[config.mk]
export PLATFORM = sky130hd
export DESIGN_NAME = model_vertex_transform
export DESIGN_NICKNAME = d
export VERILOG_FILES = /design/src/rtl/model_vertex_transform.sv
export SDC_FILE = /design/constraint.sdc
export NUM_CORES = 2
export LEC_CHECK = 0
export BUFFER_PORTS_ARGS = -buffer_cell sky130_fd_sc_hd__clkbuf_2
export CORE_ASPECT_RATIO = 1.1
export CORE_MARGIN = 3
export CORE_UTILIZATION = 55
export CTS_BUF_LIST = sky130_fd_sc_hd__clkbuf_8
export CTS_CLUSTER_DIAMETER = 80
export DETAILED_ROUTE_END_ITERATION = 10
export PLACE_DENSITY = 0.77
export SYNTH_ARGS = -nofsm -noshare
export SYNTH_HDL_FRONTEND = slang
export SYNTH_SLANG_ARGS = --single-unit
[constraint.sdc]
create_clock -name Clk -period 22.7 [get_ports Clk]
set_input_delay 4.54 -clock Clk [delete_from_list [all_inputs] [get_ports Clk]]
set_output_delay 4.54 -clock Clk [all_outputs]
set_load 0.05 [all_outputs]
[src/rtl/model_vertex_transform.sv]
// Affine model-space to world-space vertex transform, Q(WI).(WF) fixed point.
// One shared signed multiplier runs nine MAC cycles per vertex behind valid/ready handshakes.
module model_vertex_transform #(
  parameter int unsigned WI    = 8,
  parameter int unsigned WF    = 8,
  parameter int unsigned GUARD = 4
) (
  input  logic                        Clk,
  input  logic                        Reset,
  input  logic                        in_valid,
  output logic                        in_ready,
  input  logic [WI+WF-1:0]            vertex_x,
  input  logic [WI+WF-1:0]            vertex_y,
  input  logic [WI+WF-1:0]            vertex_z,
  input  logic [15:0][WI+WF-1:0]      model_matrix,
  output logic                        out_valid,
  input  logic                        out_ready,
  output logic [WI+WF-1:0]            out_x,
  output logic [WI+WF-1:0]            out_y,
  output logic [WI+WF-1:0]            out_z,
  output logic [2:0]                  out_overflow,
  output logic                        busy
);

  localparam int unsigned W    = WI + WF;
  localparam int unsigned AccW = 2 * W + GUARD;

  localparam logic [AccW-1:0] RndHalf = {{(AccW - WF){1'b0}}, 1'b1, {(WF - 1){1'b0}}};
  localparam logic [W-1:0]    SatMax  = {1'b0, {(W - 1){1'b1}}};
  localparam logic [W-1:0]    SatMin  = {1'b1, {(W - 1){1'b0}}};

  typedef enum logic [1:0] {StIdle, StMac, StDone} state_e;

  state_e                 state_q, state_d;
  logic [1:0]             row_q, row_d;
  logic [1:0]             col_q, col_d;
  logic signed [AccW-1:0] acc_q, acc_d;
  logic [W-1:0]           vec_q [3];
  logic [W-1:0]           vec_d [3];
  logic [W-1:0]           mat_q [12];
  logic [W-1:0]           mat_d [12];
  logic [W-1:0]           res_q [3];
  logic [W-1:0]           res_d [3];
  logic [2:0]             ovf_q, ovf_d;

  // Bottom row of the matrix is implied (0 0 0 1).
  logic unused_bottom_row;
  assign unused_bottom_row = ^{model_matrix[15], model_matrix[14], model_matrix[13],
                               model_matrix[12]};

  // Datapath: one product per cycle, row seeded by its translation term.
  logic [3:0]             mat_idx;
  logic [W-1:0]           mat_sel;
  logic [W-1:0]           vec_sel;
  logic [W-1:0]           trans_sel;
  logic signed [2*W-1:0]  prod;
  logic signed [AccW-1:0] prod_ext;
  logic signed [AccW-1:0] trans_ext;
  logic signed [AccW-1:0] acc_base;
  logic signed [AccW-1:0] sum;
  logic signed [AccW-1:0] rnd_sum;
  logic signed [AccW-1:0] rounded;
  logic [AccW-W:0]        rnd_hi;
  logic                   clip;
  logic [W-1:0]           sat_val;

  assign mat_idx   = {row_q, 2'b00} + {2'b00, col_q};
  assign mat_sel   = mat_q[mat_idx];
  assign vec_sel   = vec_q[col_q];
  assign trans_sel = mat_q[{row_q, 2'b11}];

  assign prod      = $signed({{W{mat_sel[W-1]}}, mat_sel}) * $signed({{W{vec_sel[W-1]}}, vec_sel});
  assign prod_ext  = $signed({{GUARD{prod[2*W-1]}}, prod});
  assign trans_ext = $signed({{(WI + GUARD){trans_sel[W-1]}}, trans_sel, {WF{1'b0}}});
  assign acc_base  = (col_q == 2'd0) ? trans_ext : acc_q;
  assign sum       = acc_base + prod_ext;

  // Round half-up, then clip to the signed output word range.
  assign rnd_sum   = sum + $signed(RndHalf);
  assign rounded   = rnd_sum >>> WF;
  assign rnd_hi    = rounded[AccW-1:W-1];
  assign clip      = !((&rnd_hi) || !(|rnd_hi));
  assign sat_val   = clip ? (rounded[AccW-1] ? SatMin : SatMax) : rounded[W-1:0];

  always_comb begin
    state_d = state_q;
    row_d   = row_q;
    col_d   = col_q;
    acc_d   = acc_q;
    vec_d   = vec_q;
    mat_d   = mat_q;
    res_d   = res_q;
    ovf_d   = ovf_q;

    unique case (state_q)
      StIdle: begin
        if (in_valid) begin
          vec_d[0] = vertex_x;
          vec_d[1] = vertex_y;
          vec_d[2] = vertex_z;
          for (int i = 0; i < 12; i++) begin
            mat_d[i] = model_matrix[i];
          end
          row_d   = 2'd0;
          col_d   = 2'd0;
          state_d = StMac;
        end
      end
      StMac: begin
        acc_d = sum;
        if (col_q == 2'd2) begin
          res_d[row_q] = sat_val;
          ovf_d[row_q] = clip;
          col_d        = 2'd0;
          if (row_q == 2'd2) begin
            row_d   = 2'd0;
            state_d = StDone;
          end else begin
            row_d = row_q + 2'd1;
          end
        end else begin
          col_d = col_q + 2'd1;
        end
      end
      StDone: begin
        if (out_ready) begin
          state_d = StIdle;
        end
      end
      default: state_d = StIdle;
    endcase
  end

  always_ff @(posedge Clk) begin
    if (Reset) begin
      state_q <= StIdle;
      row_q   <= '0;
      col_q   <= '0;
      acc_q   <= '0;
      vec_q   <= '{default: '0};
      mat_q   <= '{default: '0};
      res_q   <= '{default: '0};
      ovf_q   <= '0;
    end else begin
      state_q <= state_d;
      row_q   <= row_d;
      col_q   <= col_d;
      acc_q   <= acc_d;
      vec_q   <= vec_d;
      mat_q   <= mat_d;
      res_q   <= res_d;
      ovf_q   <= ovf_d;
    end
  end

  assign in_ready     = (state_q == StIdle);
  assign out_valid    = (state_q == StDone);
  assign busy         = (state_q != StIdle);
  assign out_x        = res_q[0];
  assign out_y        = res_q[1];
  assign out_z        = res_q[2];
  assign out_overflow = ovf_q;

endmodule

==> metrics.txt <==
run status=finished, final reports clean; WP data arrival=12030 ps; Worst Hold Depth=2; CTS Buffer Depth=3; final setup TNS=0 ps; combinational power share=approximately two fifths; top achievable clock speed=0.0874 GHz; Slew Viols, Final=0; CTS Sinks=between 300 and 400; Inserted Clock Buffers=55; setup bufs post-CTS=0; Yosys reg bits=about 330; r2r endpoint=out_x[4]; Final Hold Violating Endpoints=0; RSZ-0062 raised after global routing=no; Congestion Overflow GR=0; Crit Path Max Fanout=54; slowest cell on the critical path=nor2b_1; detailed placement HPWL=roughly 60000 µm; first-pass GRT wire length=124000 µm; Cells after Synth=about 3200; final setup violation count=0; CP Class=reg2reg; skew final=28.5 ps; CTS clock-pin slew for the worst setup and hold paths=60 ps; FP Rows=84; CP required=~23000 ps; initial DRC count=between 1500 and 2000; crit path time final=11440 ps; die width=217 µm; Die Ht=239 µm; leading cell type in the layout, fill and taps excluded=nand2_1; number of flops mapped to enable cells by yosys=0; routability cong.=approximately 0.94; Via density=5.75; max cap viols=0; DRC viols=0; clock network fraction of total power=about a quarter; initial antenna violation count=0; Syn Nets=between 3000 and 4000; CTS tree=done; Initial DRT Pass Iterations=8; Critical Path Source=col_q[0]; Critical Path End Type=register; Synth Warn #=0; register area share after synthesis=24.6%; Critical Path End=out_x[4]; Pint=1220 µW; Yosys cell types=84; largest stage delay on the critical path=just over 800 ps; startpoint type of the worst setup path=register; HP Start=acc_q[2]; type of the tightest min-delay check=reg2reg; CP dominant cell by count=fa_1; worst reg2reg path depth=28; Top-Level Pins=about 360; mean post-synth cell area=around 8.5 µm²; FF-to-FF Start=col_q[0]; Starting Density=a little under three fifths; pwr dens=between 60 and 70 nW/µm²; total number of vias=23400; Psw=between 800 and 900 µW; DIE AREA=51900 µm²; CTS root buffer=clkbuf_8; GRT Resource Usage Total=roughly 30%; Avg WL per Cell=roughly 19 µm; sequential power share=between 30% and 40%; sw frac=40.8%; IO Port Bufs=~300; post-CTS sizing=0; WP buf/inv=6; share of layout cells above drive strength 1=roughly 15%; stages on the worst setup path=28; largest net degree at the start of global routing=about 210; Placeable Area=roughly 48000 µm²; Netlist Area Pre-Place=~27000 µm²; fin crit share=between 50 and 60%; headroom to the max-slew limit=roughly 26%; Primary FF master, synth=dfxtp_1; worst skew pair latency=about 660 ps; register-to-register setup slack=11260 ps; area grow syn2layout=11.2%; asr flop ratio synth=0%; commonest non-fill, non-tap cells in the layout=nand2_1, inv_1, a21oi_1, dfxtp_1, fa_1; LEAKAGE=~0.014 µW; VDD IR max=around 0.000060 V; vias in the first global route=between 20000 and 25000; hold-fix buffer count after cts=0; H-tree lvl count=2; # nets final=between 4000 and 5000; measured slew at the worst slew-check pin=1110 ps; WHS=roughly 450 ps; n_diodes=0; CP delay by family, top=adder cells; Total Wirelength=between 70000 and 80000 µm; antenna-violating nets left=0
==> power groups by stage <==
stage,clock network (µW),registers [µW],logic (µW)
6_report,546,647,862
5_1_grt,576,650,951
2_1_floorplan,0,648,603
3_5_place_dp,0,659,845
3_3_place_gp,0,658,836
4_1_cts,553,646,851
==> synthesized netlist by cell type (all sizes together) (22+ instances only) <==
cell type / n / share of area (%)
a211oi: 55 / 1.6
nand2: 729 / 10
a21oi: 334 / 6.2
dfxtp: 333 / 25
and2: 27 / 0.62
buf: 30 / 0.49
nor2b: 65 / 1.5
o21ai: 52 / 0.96
clkbuf: 159 / 2.2
nor2: 170 / 2.4
inv: 363 / 5.0
a21o: 22 / 0.61
mux2i: 56 / 2.1
xnor2: 32 / 1.1
ha: 108 / 5.0
a221o: 26 / 0.96
mux4: 43 / 3.6
nand2b: 26 / 0.60
fa: 314 / 23
==> flip-flops by register name, indices dropped and copies added, names as in the netlist <==
register / cells
mat_q: 192
vec_q: 48
acc_q: 36
out_x: 16
out_y: 16
out_z: 16
out_overflow: 3
col_q: 2
row_q: 2
state_q: 2
==> kinds of logic after synthesis <==
| logic type | count (synthesis) | share of synthesized area, % |
|---|---|---|
| AOI/OAI and AO/OA | 611 | 14.2 |
| and+or+nand+nor | 1124 | 17.9 |
| buffers and inverters | 552 | 7.74 |
| adders and majority gates | 422 | 28.2 |
| xor gates and xnor gates | 43 | 1.42 |
| DFF | 333 | 24.6 |
| muxes | 105 | 5.90 |
==> how the worst min path moves through the flow <==
| stage | end | slack [ps] |
|---|---|---|
| finish | acc_q[2] | 450 |
| global route | acc_q[1] | 460 |
| CTS | acc_q[6] | 450 |
| detailed placement | acc_q[6] | 440 |
| global placement | acc_q[6] | 440 |
| floorplan | acc_q[6] | 430 |
==> area by class of cell <==
class	count	area, µm²
Inverter	363	1360
Clock inverter	27	191
Tap cell	645	807
Timing Repair Buffer	329	1750
Sequential cell	333	6680
Multi-Input combinational cell	2305	18400
Fill cell	4171	18200
Clock buffer	68	936
==> layer usage <==
| metal | GRT usage, % | share of wire (%) | wire, µm | vias to the layer above |
|---|---|---|---|---|
| li1 | - | - | - | 10800 |
| met1 | 37.6 | 38 | 29900 | 11400 |
| met2 | 51.6 | 49 | 38400 | 931 |
| met3 | 4.83 | 6.9 | 5350 | 244 |
| met4 | 14.8 | 5.4 | 4220 | 0 |
| met5 | 0 | 0 | 0 | - |
==> worst register-to-register path, delay by kind of cell (launching register included) <==
family,cells,cell delay (ps)
DFF,1,810
AOI/OAI and AO/OA,6,2480
adders and majority gates,7,3610
muxes,3,890
buffers and inverters,6,1160
and+or+nand+nor,6,2440
==> metrics by stage <==
| stage | power, µW | util, % | std cells | instance area, µm² | setup slack (ps) |
|---|---|---|---|---|---|
| detailed placement | 1500 | 60.0 | 3975 | 28900 | 11420 |
| global route | 2180 | 62.3 | 4070 | 30100 | 10580 |
| finish | 2050 | 62.3 | 4070 | 30100 | 11260 |
| global placement | 1490 | 60.0 | 3975 | 28900 | 11430 |
| CTS | 2050 | 62.3 | 4070 | 30100 | 11360 |
| floorplan | 1250 | - | 3190 | 27000 | 12830 |
Power figures use the tool's default switching activity.
